File: src/rtl/hex_mem_arbiter.sv
// hex_mem_arbiter: shares one pipelined memory port between the loader (boot phase) and
// the processor's fetch/data ports (run phase, round-robin), routing tagged read responses back.
module hex_mem_arbiter #(
  parameter int ADDR_W = 32,
  parameter int DATA_W = 32,
  parameter int RD_LATENCY = 1
) (
  input  logic              i_clk,
  input  logic              i_rst,
  input  logic              i_l_valid,
  output logic              o_l_ready,
  input  logic [ADDR_W-1:0] i_l_addr,
  input  logic [DATA_W-1:0] i_l_wdata,
  input  logic              i_l_done,
  input  logic              i_f_valid,
  output logic              o_f_ready,
  input  logic [ADDR_W-1:0] i_f_addr,
  output logic              o_f_rvalid,
  output logic [DATA_W-1:0] o_f_rdata,
  input  logic              i_d_valid,
  output logic              o_d_ready,
  input  logic              i_d_we,
  input  logic [ADDR_W-1:0] i_d_addr,
  input  logic [DATA_W-1:0] i_d_wdata,
  output logic              o_d_rvalid,
  output logic [DATA_W-1:0] o_d_rdata,
  output logic              o_m_valid,
  output logic              o_m_we,
  output logic [ADDR_W-1:0] o_m_addr,
  output logic [DATA_W-1:0] o_m_wdata,
  input  logic [DATA_W-1:0] i_m_rdata,
  output logic              o_running
);
  typedef enum logic {BOOT, RUN} state_t;
  state_t state;
  logic last_f;
  logic gnt_f, gnt_d, issue;
  logic [RD_LATENCY:0] tag_v, tag_d;
  // last_f set means fetch won most recently, so data wins the next tie
  always_comb begin
    gnt_d = i_d_valid && (!i_f_valid || last_f);
    gnt_f = i_f_valid && !gnt_d;
  end
  assign o_l_ready = i_rst && state == BOOT && i_l_valid;
  assign o_f_ready = state == RUN && gnt_f;
  assign o_d_ready = state == RUN && gnt_d;
  assign o_running = state == RUN;
  assign issue = o_l_ready || o_f_ready || o_d_ready;
  always_ff @(posedge i_clk or negedge i_rst) begin
    if (!i_rst) begin
      state      <= BOOT;
      last_f     <= 1'b1;
      o_m_valid  <= 1'b0;
      o_m_we     <= 1'b0;
      o_m_addr   <= '0;
      o_m_wdata  <= '0;
      tag_v      <= '0;
      tag_d      <= '0;
      o_f_rvalid <= 1'b0;
      o_f_rdata  <= '0;
      o_d_rvalid <= 1'b0;
      o_d_rdata  <= '0;
    end else begin
      if (state == BOOT && i_l_done) state <= RUN;
      if (o_f_ready || o_d_ready) last_f <= o_f_ready;
      o_m_valid <= issue;
      o_m_we    <= o_l_ready || (o_d_ready && i_d_we);
      if (issue) begin
        o_m_addr  <= o_l_ready ? i_l_addr : o_f_ready ? i_f_addr : i_d_addr;
        o_m_wdata <= o_l_ready ? i_l_wdata : i_d_wdata;
      end
      // tag[k] lines up with the op issued k cycles ago; the oldest meets i_m_rdata
      tag_v <= {tag_v[RD_LATENCY-1:0], o_f_ready || (o_d_ready && !i_d_we)};
      tag_d <= {tag_d[RD_LATENCY-1:0], o_d_ready};
      o_f_rvalid <= tag_v[RD_LATENCY] && !tag_d[RD_LATENCY];
      o_d_rvalid <= tag_v[RD_LATENCY] && tag_d[RD_LATENCY];
      if (tag_v[RD_LATENCY] && !tag_d[RD_LATENCY]) o_f_rdata <= i_m_rdata;
      if (tag_v[RD_LATENCY] && tag_d[RD_LATENCY]) o_d_rdata <= i_m_rdata;
    end
  end
endmodule

File: config.mk
export PLATFORM = sky130hd
export DESIGN_NAME = hex_mem_arbiter
export DESIGN_NICKNAME = d
export VERILOG_FILES = /design/src/rtl/hex_mem_arbiter.sv
export SDC_FILE = /design/constraint.sdc
export NUM_CORES = 1
export LEC_CHECK = 0
export CAP_MARGIN = 30
export CELL_PAD_IN_SITES_DETAIL_PLACEMENT = 1
export CELL_PAD_IN_SITES_GLOBAL_PLACEMENT = 1
export CORE_MARGIN = 5
export CORE_UTILIZATION = 30
export CTS_CLUSTER_DIAMETER = 100
export DETAILED_ROUTE_END_ITERATION = 10
export HOLD_SLACK_MARGIN = 0.02
export PLACE_DENSITY = 0.95
export SYNTH_ARGS = -nofsm -noshare
export SYNTH_HDL_FRONTEND = slang
export SYNTH_SLANG_ARGS = --single-unit
File: constraint.sdc
create_clock -name i_clk -period 3.05 [get_ports i_clk]
set_input_delay 0.61 -clock i_clk [delete_from_list [all_inputs] [get_ports i_clk]]
set_output_delay 0.61 -clock i_clk [all_outputs]
set_load 0.02 [all_outputs]
==> results.sh <==
export IMPL_grt_pass1_wl_um=33300
export IMPL_hold_slack_ns=0.0529
export IMPL_period_share_pct=89.6
export IMPL_netlist_top_cells_area="dfrtp_1 60%, mux2_2 13%, mux2i_1 5.6%, nand2_1 4.5%, a22oi_1 4.2%"
export IMPL_status="complete, no violations"
export IMPL_worst_pin_slew_ns=0.792
export IMPL_place_congestion=0.743
export IMPL_peakVddDrop_v=0.000361
export IMPL_syn_area_per_cell_um2=12.0
export IMPL_h_tree_depth=4
export IMPL_path_max_fanout=4
export IMPL_worst_setup_path_start_kind="primary input"
export IMPL_ys_seq_area_share_pct=60.0
export IMPL_first_pass_iters=4
export IMPL_slew_viol_final=0
export IMPL_cp_slowest_cell="clkdlybuf4s50_1"
export IMPL_std_cell_rows=50
export IMPL_arrival_ns=2.12
export IMPL_clk_latency_ns=0.41
export IMPL_drive_gt1_share_pct=14.2
export IMPL_hold_viol_final=0
export IMPL_synth_nets=681
export IMPL_end_kind="output pin"
export IMPL_clockBufferDepth=2
export IMPL_finalSetupViolCount=0
export IMPL_post_route_drc_count=0
export IMPL_nets=1011
export IMPL_synth_area_mm2=0.00576
export IMPL_dp_hpwl_um=16900
export IMPL_initial_core_util_pct=30.6
export IMPL_cp_common_cell="clkdlybuf4s50_1"
export IMPL_slowest_delay_ns=0.68
export IMPL_finalClockSkew_ns=0.0119
export IMPL_min_period_ns=2.73
export IMPL_port_buffers=334
export IMPL_cts_tree="yes"
export IMPL_cts_root_buf="clkbuf_16"
export IMPL_path_class="primary input to output pin"
export IMPL_cts_clk_slew_worst_paths_ns=0.06
export IMPL_cts_hold_buf=0
export IMPL_via_per_inst=4.78
export IMPL_min_path_type="primary input to asynchronous set/reset pin"
export IMPL_routed_wl_um=21900
export IMPL_clock_sinks=138
export IMPL_antenna_found_initial=0
export IMPL_synthCells=482
export IMPL_grt_pass1_vias=5822
export IMPL_die_h_um=149
export IMPL_core_area_mm2=0.0188
export IMPL_netlist_area_leader_share_pct=59.5
export IMPL_drv_cap=0
export IMPL_synth_seq_cells=138
export IMPL_wl_per_cell_um=20.1
export IMPL_die_area_mm2=0.0221
export IMPL_grt_util_all_layers_pct=19.6
export IMPL_finalWorstSetupSlack_ns=0.317
export IMPL_crit_chain="clkdlybuf4s50_1, nand2_1, a21oi_1, clkdlybuf4s50_1"
export IMPL_cts_resized=0
export IMPL_finalSetupTns_ns=0
export IMPL_fmax_ghz=0.366
export IMPL_io_pins=335
export IMPL_final_antenna_net_count=0
export IMPL_drt_iter0_drc=168
export IMPL_dp_slack_ns=0.320
export IMPL_vias=5190
export IMPL_total_leakage_power_nw=4.20
export IMPL_slew_limit_headroom_pct=47.2
export IMPL_numCtsBuffers=17
export IMPL_diodes=0
export IMPL_rsz0062_at_grt="false"
export IMPL_grt_max_degree=65
export IMPL_netlist_top_cell_by_area="dfrtp_1"
export IMPL_worst_ep_required_time_ns=2.44
export IMPL_die_width_um=149
export IMPL_grt_remaining_overflow=0
export IMPL_yosysWarnings=0
export IMPL_ys_types=23
export IMPL_cts_setup_buffers=0
export IMPL_power_density_mw_per_mm2=637
export IMPL_area_delta_synth_final_pct=73.3
## critical path: cells and delay by family
kind	cells	cell delay, ns
buf+inv	2	1.22
compound gates	1	0.22
simple gates	1	0.08
## report_power, final
group / internal, mW / switching [mW] / total (mW)
Combinational: 1.00 / 0.858 / 1.86
Clock: 1.33 / 0.846 / 2.18
Sequential: 2.15 / 0.177 / 2.33
## layer usage
metal	part of all wire, %	vias to the layer above	GRT usage, %
met4	3.3	0	7.90
met2	52	257	35.7
li1	-	2368	-
met1	36	2524	20.1
met5	0	-	0
met3	9.0	41	7.40
## flip-flops by register name (all words and copies together), names as in the netlist
| register | count |
|---|---|
| tag_v | 2 |
| o_running | 1 |
| last_f | 1 |
| o_d_rdata | 32 |
| o_f_rdata | 32 |
| o_d_rvalid | 1 |
| o_m_valid | 1 |
| o_m_wdata | 32 |
| o_m_we | 1 |
| tag_d | 2 |
| o_f_rvalid | 1 |
| o_m_addr | 32 |
## synth_stat cells
master and instances:
dfrtp_1 137, nand2_1 69, mux2_2 64, a31oi_1 33
o21ai_0 33, a22oi_1 32, mux2i_1 32, nor2_1 32
buf_2 16, clkbuf_1 10, inv_1 5, buf_6 4
buf_1 3, a21oi_1 2, buf_4 2, and2_1 1
dfstp_2 1, inv_2 1, nand3_1 1, nand3b_4 1
nor2b_1 1, o21ai_2 1, or2_2 1
## metrics by stage
stage          total power, mW  cells  util (%)  cell area [µm²]
3_3_place_gp              4.16   1053      49.7             9360
3_5_place_dp              4.24   1053      49.7             9360
2_1_floorplan             3.11    482         -             5760
5_1_grt                   6.65   1085      53.0             9980
4_1_cts                   6.46   1085      53.0             9980
6_report                  6.36   1085      53.0             9980
## cells by family after synthesis
group / synth area share (%)
compound gates: 10.9
buf+inv: 3.67
flops: 60.0
mux: 18.1
simple gates: 7.34
## final cells by class
type	count	area [µm²]
clock buffer	18	439
inverter	6	22.5
multi-input combinational	303	2110
tap	260	325
fill	1983	8850
clock inverter	14	185
sequential	138	3450
timing repair buffer	346	3450
## path summary, 6_finish.rpt
check                                            from  depth (start not counted)                        end  slack, ns
max in group asynchronous                       i_rst                          2  o_f_rdata[25]$_DFFE_PN0P_       1.94
worst min-delay path                            i_rst                          1  o_m_wdata[24]$_DFFE_PN0P_       0.05
min in group i_clk                 tag_v[0]$_DFF_PN0_                          0         tag_v[1]$_DFF_PN0_       0.35
worst min register to register     tag_v[0]$_DFF_PN0_                          0         tag_v[1]$_DFF_PN0_       0.35
worst max register to register  o_running$_DFFE_PN0P_                          7  o_m_wdata[17]$_DFFE_PN0P_       0.90
worst max-delay path                        i_d_valid                          4                  o_d_ready       0.32
## cell usage in the layout (no fill, tap or decap), types with 11 or more instances in the layout
| master | synthesis | final |
|---|---|---|
| buf_4 | 2 | 11 |
| nor2_1 | 32 | 32 |
| a22oi_1 | 32 | 32 |
| clkdlybuf4s50_1 | 0 | 333 |
| o21ai_0 | 33 | 33 |
| clkbuf_16 | 0 | 17 |
| nand2_1 | 69 | 69 |
| a31oi_1 | 33 | 33 |
| mux2_2 | 64 | 64 |
| dfrtp_1 | 137 | 137 |
| mux2i_1 | 32 | 32 |
(Power assumes the default switching activity.)
